--- config.mk ---
export PLATFORM = sky130hd
export DESIGN_NAME = uart_transmitter
export DESIGN_NICKNAME = d
export VERILOG_FILES = /design/src/rtl/uart_transmitter.sv
export SDC_FILE = /design/constraint.sdc
export NUM_CORES = 1
export LEC_CHECK = 0
export ABC_AREA = 0
export CORE_UTILIZATION = 58
export DETAILED_ROUTE_END_ITERATION = 8
export PLACE_DENSITY = 0.82
export SLEW_MARGIN = 20
export SYNTH_ARGS = -nofsm -noshare
export SYNTH_HDL_FRONTEND = slang
export SYNTH_SLANG_ARGS = --single-unit
--- constraint.sdc ---
create_clock -name i_clk -period 4.8 [get_ports i_clk]
set_input_delay 0.72 -clock i_clk [delete_from_list [all_inputs] [get_ports i_clk]]
set_output_delay 0.72 -clock i_clk [all_outputs]
set_load 0.1 [all_outputs]
--- src/rtl/uart_transmitter.sv ---
// UART transmitter: start bit, DATA_BITS data bits LSB-first, optional parity, stop period.
// Timed by a shared 16x oversampling tick; one bit lasts 16 ticks.
module uart_transmitter #(
  parameter int unsigned DATA_BITS      = 10,
  parameter int unsigned STP_BITS_TICKS = 16,
  parameter int unsigned PARITY_EN      = 0,
  parameter int unsigned PARITY_ODD     = 0
) (
  input  logic                 i_clk,
  input  logic                 i_reset,
  input  logic                 i_bd_tick,
  input  logic                 i_tx_start,
  input  logic [DATA_BITS-1:0] i_data,
  output logic                 o_tx,
  output logic                 o_tx_busy,
  output logic                 o_tx_done
);

  localparam int unsigned TICKS_PER_BIT = 16;
  localparam int unsigned MAX_TICKS     = (STP_BITS_TICKS > TICKS_PER_BIT) ? STP_BITS_TICKS
                                                                           : TICKS_PER_BIT;
  localparam int unsigned CNT_W         = $clog2(MAX_TICKS);
  localparam int unsigned BIT_W         = (DATA_BITS > 1) ? $clog2(DATA_BITS) : 1;
  localparam logic        ODD_BIT       = (PARITY_ODD != 0);
  localparam logic        HAS_PARITY    = (PARITY_EN != 0);

  typedef enum logic [2:0] {
    S_IDLE   = 3'd0,
    S_START  = 3'd1,
    S_DATA   = 3'd2,
    S_PARITY = 3'd3,
    S_STOP   = 3'd4
  } state_t;

  state_t               r_state;
  logic [CNT_W-1:0]     r_tick_cnt;
  logic [BIT_W-1:0]     r_bit_cnt;
  logic [DATA_BITS-1:0] r_shift;
  logic                 r_parity;
  logic                 r_tx;
  logic                 r_busy;
  logic                 r_done;

  state_t               w_state_nx;
  logic [CNT_W-1:0]     w_tick_nx;
  logic [BIT_W-1:0]     w_bit_nx;
  logic [DATA_BITS-1:0] w_shift_nx;
  logic                 w_parity_nx;
  logic                 w_tx_nx;
  logic                 w_busy_nx;
  logic                 w_done_nx;
  logic                 w_bit_end;
  logic                 w_stop_end;

  // State, counters, datapath and registered outputs
  always_ff @(posedge i_clk or negedge i_reset) begin
    if (!i_reset) begin
      r_state    <= S_IDLE;
      r_tick_cnt <= '0;
      r_bit_cnt  <= '0;
      r_shift    <= '0;
      r_parity   <= 1'b0;
      r_tx       <= 1'b1;
      r_busy     <= 1'b0;
      r_done     <= 1'b0;
    end else begin
      r_state    <= w_state_nx;
      r_tick_cnt <= w_tick_nx;
      r_bit_cnt  <= w_bit_nx;
      r_shift    <= w_shift_nx;
      r_parity   <= w_parity_nx;
      r_tx       <= w_tx_nx;
      r_busy     <= w_busy_nx;
      r_done     <= w_done_nx;
    end
  end

  assign w_bit_end  = i_bd_tick && (r_tick_cnt == CNT_W'(TICKS_PER_BIT - 1));
  assign w_stop_end = i_bd_tick && (r_tick_cnt == CNT_W'(STP_BITS_TICKS - 1));

  // Next-state logic; the tick counter only advances on baud ticks
  always_comb begin
    w_state_nx  = r_state;
    w_tick_nx   = r_tick_cnt;
    w_bit_nx    = r_bit_cnt;
    w_shift_nx  = r_shift;
    w_parity_nx = r_parity;
    w_done_nx   = 1'b0;

    case (r_state)
      S_IDLE: begin
        if (i_tx_start) begin
          w_shift_nx  = i_data;
          w_parity_nx = (^i_data) ^ ODD_BIT;
          w_tick_nx   = '0;
          w_state_nx  = S_START;
        end
      end
      S_START: begin
        if (w_bit_end) begin
          w_tick_nx  = '0;
          w_bit_nx   = '0;
          w_state_nx = S_DATA;
        end else if (i_bd_tick) begin
          w_tick_nx = r_tick_cnt + CNT_W'(1);
        end
      end
      S_DATA: begin
        if (w_bit_end) begin
          w_tick_nx  = '0;
          w_shift_nx = r_shift >> 1;
          if (r_bit_cnt == BIT_W'(DATA_BITS - 1)) begin
            w_bit_nx   = '0;
            w_state_nx = HAS_PARITY ? S_PARITY : S_STOP;
          end else begin
            w_bit_nx = r_bit_cnt + BIT_W'(1);
          end
        end else if (i_bd_tick) begin
          w_tick_nx = r_tick_cnt + CNT_W'(1);
        end
      end
      S_PARITY: begin
        if (w_bit_end) begin
          w_tick_nx  = '0;
          w_state_nx = S_STOP;
        end else if (i_bd_tick) begin
          w_tick_nx = r_tick_cnt + CNT_W'(1);
        end
      end
      S_STOP: begin
        if (w_stop_end) begin
          w_tick_nx  = '0;
          w_done_nx  = 1'b1;
          w_state_nx = S_IDLE;
        end else if (i_bd_tick) begin
          w_tick_nx = r_tick_cnt + CNT_W'(1);
        end
      end
      default: begin
        w_state_nx = S_IDLE;
        w_tick_nx  = '0;
        w_bit_nx   = '0;
      end
    endcase
  end

  // Line level is decoded from the next state so o_tx is a clean register output
  always_comb begin
    w_tx_nx = 1'b1;
    case (w_state_nx)
      S_START:  w_tx_nx = 1'b0;
      S_DATA:   w_tx_nx = w_shift_nx[0];
      S_PARITY: w_tx_nx = w_parity_nx;
      default:  w_tx_nx = 1'b1;
    endcase
  end

  assign w_busy_nx = (w_state_nx != S_IDLE);

  assign o_tx      = r_tx;
  assign o_tx_busy = r_busy;
  assign o_tx_done = r_done;

endmodule

==> summary.md <==
| Metric | Value |
|---|---|
| Fill count | `152` |
| First-pass GRT wire length | `4130 µm` |
| Residual DRC count | `0` |
| Dpl hpwl | `1750 µm` |
| CP max FO | `1` |
| Post-Synthesis Cell Area | `about 1300 µm²` |
| ANT nets after route | `0` |
| Setup WS post-layout | `approximately 2.1 ns` |
| RSZ-0062 raised after global routing | `false` |
| Layout area overhead | `15.3%` |
| Clk Latency, worst-skew pair | `0.32 ns` |
| Via count | `973` |
| Largest net degree at the start of global routing | `26` |
| CTS tree | `built` |
| Via density | `5.59` |
| Outcome | `completed` |
| Number of max-cap violations | `0` |
| Sw Ratio | `0.387` |
| Yosys cell types | `34` |
| Synth warnings | `0` |
| Pre-CTS setup slack | `2.14 ns` |
| Initial Util | `0.639` |
| Port buffer count | `16` |
| Die X | `49.4 µm` |
| Gr ovfl total | `0` |
| CP Class | `flop to primary output` |
| CP arrival | `1.97 ns` |
| Flops & latches, synth | `25` |
| Vias in the first global route | `929` |
| Pwr Density | `437 nW/µm²` |
| Ant diodes | `0` |
| CP Depth | `1` |
| Worst min path class | `input pin to async pin` |
| Max Root-Sink Buffers | `2` |
| Cells after Synth | `130` |
| Slowest stage cell, crit path | `clkdlybuf4s50_1` |
| Fin util | `0.737` |
| Clk pwr share | `0.147` |
| Tmin final | `2.69 ns` |
| Net count, final | `165` |
| R2R cell count | `5` |
| Post_cts resized | `0` |
| Die height | `roughly 49 µm` |
| Most common cell after layout, fill and taps aside | `nand2_1` |
| CTS clk-pin slew, worst paths | `0.14 ns` |
| Final Cycle Share | `0.561` |
| Routed len/inst | `roughly 14 µm` |
| CP bufs+invs | `1` |
| Placed insts | `170` |
| Nature of the critical path startpoint | `flop` |
| P_leak | `roughly 0.66 nW` |
| Dpl cell area | `1480 µm²` |
| Total negative slack | `0 ns` |
| Final Power | `0.659 mW` |
| Int Pwr | `0.404 mW` |
| Slew Limit Headroom | `0.358` |
| Ports | `17` |
| Worst slew pin tran | `0.961 ns` |
| Core Area | `around 2000 µm²` |
| First drt pass iteration count | `4` |
| Setup-failing EPs final | `0` |
| CTS HTree Levels | `1` |
| Cell area after layout | `1510 µm²` |
| Quantity of hold-fixing buffers added after cts | `0` |
| Num Clock Sinks | `25` |
| WL final | `~2400 µm` |
| Layout Skew | `0.00668 ns` |
| Worst path required time | `4.08 ns` |
| Gr usage total | `0.223` |
| Initial antenna violation count | `0` |
| GPL Wtd Cong | `0.803` |
| Gate power share | `0.339` |
| Maximum VDD drop | `0.000331 V` |
| Post-Syn Area per Cell | `10.0 µm²` |
| Share of layout cells above drive strength 1 | `0.0952` |
| Worst hold slack | `~0.36 ns` |
| Commonest cells after routing, fill and taps aside | `nand2_1 (27), dfrtp_1 (24), clkdlybuf4s50_1 (15)` |
| Seq/Total Area, Yosys | `0.480` |
| Detailed Route Iter0 Violations | `34` |
| Switching Power | `0.255 mW` |
| Flop pwr share | `0.515` |
| Clock root cell | `clkbuf_4` |
| Fin. max-slew vios | `0` |
| Worst path cell trace | `clkdlybuf4s50_1` |
| Final std cells w/o fill | `174` |
| Post CTS Setup Buffer Count | `0` |
| TritonCTS Buffers | `3` |
| Post-Syn Nets | `~150` |
| Fmax | `371 MHz` |
| Crit end category | `primary output` |
| DIE AREA | `~2400 µm²` |
| FP Rows | `16` |
| Critical path's largest stage delay | `roughly 1.1 ns` |
| Final hold viol count | `0` |
| Family with the most delay on the worst path | `buffers and inverters` |
## cell usage after synthesis
cell type / number / area (µm²)
nand2_1: 27 / 101
dfrtp_1: 24 / 601
xnor2_1: 10 / 87.6
a22oi_1: 8 / 60.1
o21ai_0: 7 / 35.0
nor2_1: 6 / 22.5
o31ai_1: 5 / 37.5
inv_1: 4 / 15.0
nand2b_1: 4 / 25.0
o22ai_1: 4 / 25.0
a21oi_1: 3 / 15.0
ha_1: 3 / 37.5
buf_4: 2 / 15.0
nand3_1: 2 / 10.0
nor2b_1: 2 / 12.5
a21oi_2: 1 / 8.76
a221o_1: 1 / 10.0
and2_1: 1 / 6.26
and3b_1: 1 / 8.76
and4_1: 1 / 8.76
clkbuf_1: 1 / 3.75
dfstp_2: 1 / 26.3
nand4_2: 1 / 12.5
nor2_4: 1 / 11.3
nor3_4: 1 / 16.3
nor3b_2: 1 / 12.5
nor4b_1: 1 / 8.76
nor4b_4: 1 / 23.8
o21ai_1: 1 / 5.00
o21bai_1: 1 / 7.51
or2_1: 1 / 6.26
or2_2: 1 / 6.26
or3_1: 1 / 6.26
xor2_2: 1 / 16.3
## layer usage
| metal | share of wire | vias up | GRT usage |
|---|---|---|---|
| met2 | 0.47 | 11 | 0.361 |
| met3 | 0.024 | 2 | 0.0280 |
| met5 | 0 | - | 0 |
| li1 | - | 489 | - |
| met4 | 0.0059 | 0 | 0.0714 |
| met1 | 0.49 | 471 | 0.311 |
## final cells by class
class	instances	area, µm²	share of cell area
well taps	27	33.8	0.0224
flip-flops and latches	25	627	0.416
clock inverters	1	7.51	0.00499
clock buffers	3	22.5	0.0150
multi-input cells	98	644	0.428
inverters	4	15.0	0.00998
repair buffers	16	155	0.103
## power groups by stage
stage	sequential [mW]	combinational [mW]	clock, mW
6_report	0.339	0.223	0.0966
5_1_grt	0.347	0.252	0.108
3_3_place_gp	0.338	0.214	0
2_1_floorplan	0.364	0.141	0
3_5_place_dp	0.342	0.225	0
4_1_cts	0.338	0.226	0.0989
## state kept, by name, indices dropped and copies added (netlist names)
name	flops
o_tx	1
o_tx_busy	1
o_tx_done	1
r_bit_cnt	4
r_parity	1
r_shift	10
r_state	3
r_tick_cnt	4
## path summary, 6_finish.rpt
check                              from  slack, ns            end
max in group asynchronous       i_reset       4.06           o_tx
min in group i_clk         r_bit_cnt[3]       0.49   r_bit_cnt[3]
setup reg to reg             r_state[2]       2.65           o_tx
hold / removal                  i_reset       0.36  r_tick_cnt[2]
setup / recovery                   o_tx       2.11           o_tx
hold reg to reg            r_bit_cnt[3]       0.49   r_bit_cnt[3]
## kinds of logic after synthesis
| logic type | synth area share |
|---|---|
| AND/OR/NAND/NOR | 0.229 |
| flip-flops | 0.480 |
| buffers and inverters | 0.0259 |
| XOR/XNOR | 0.0796 |
| AO/OA/AOI/OAI | 0.156 |
| adder cells (fa/ha/maj) | 0.0288 |
Power figures use the tool's default switching activity.
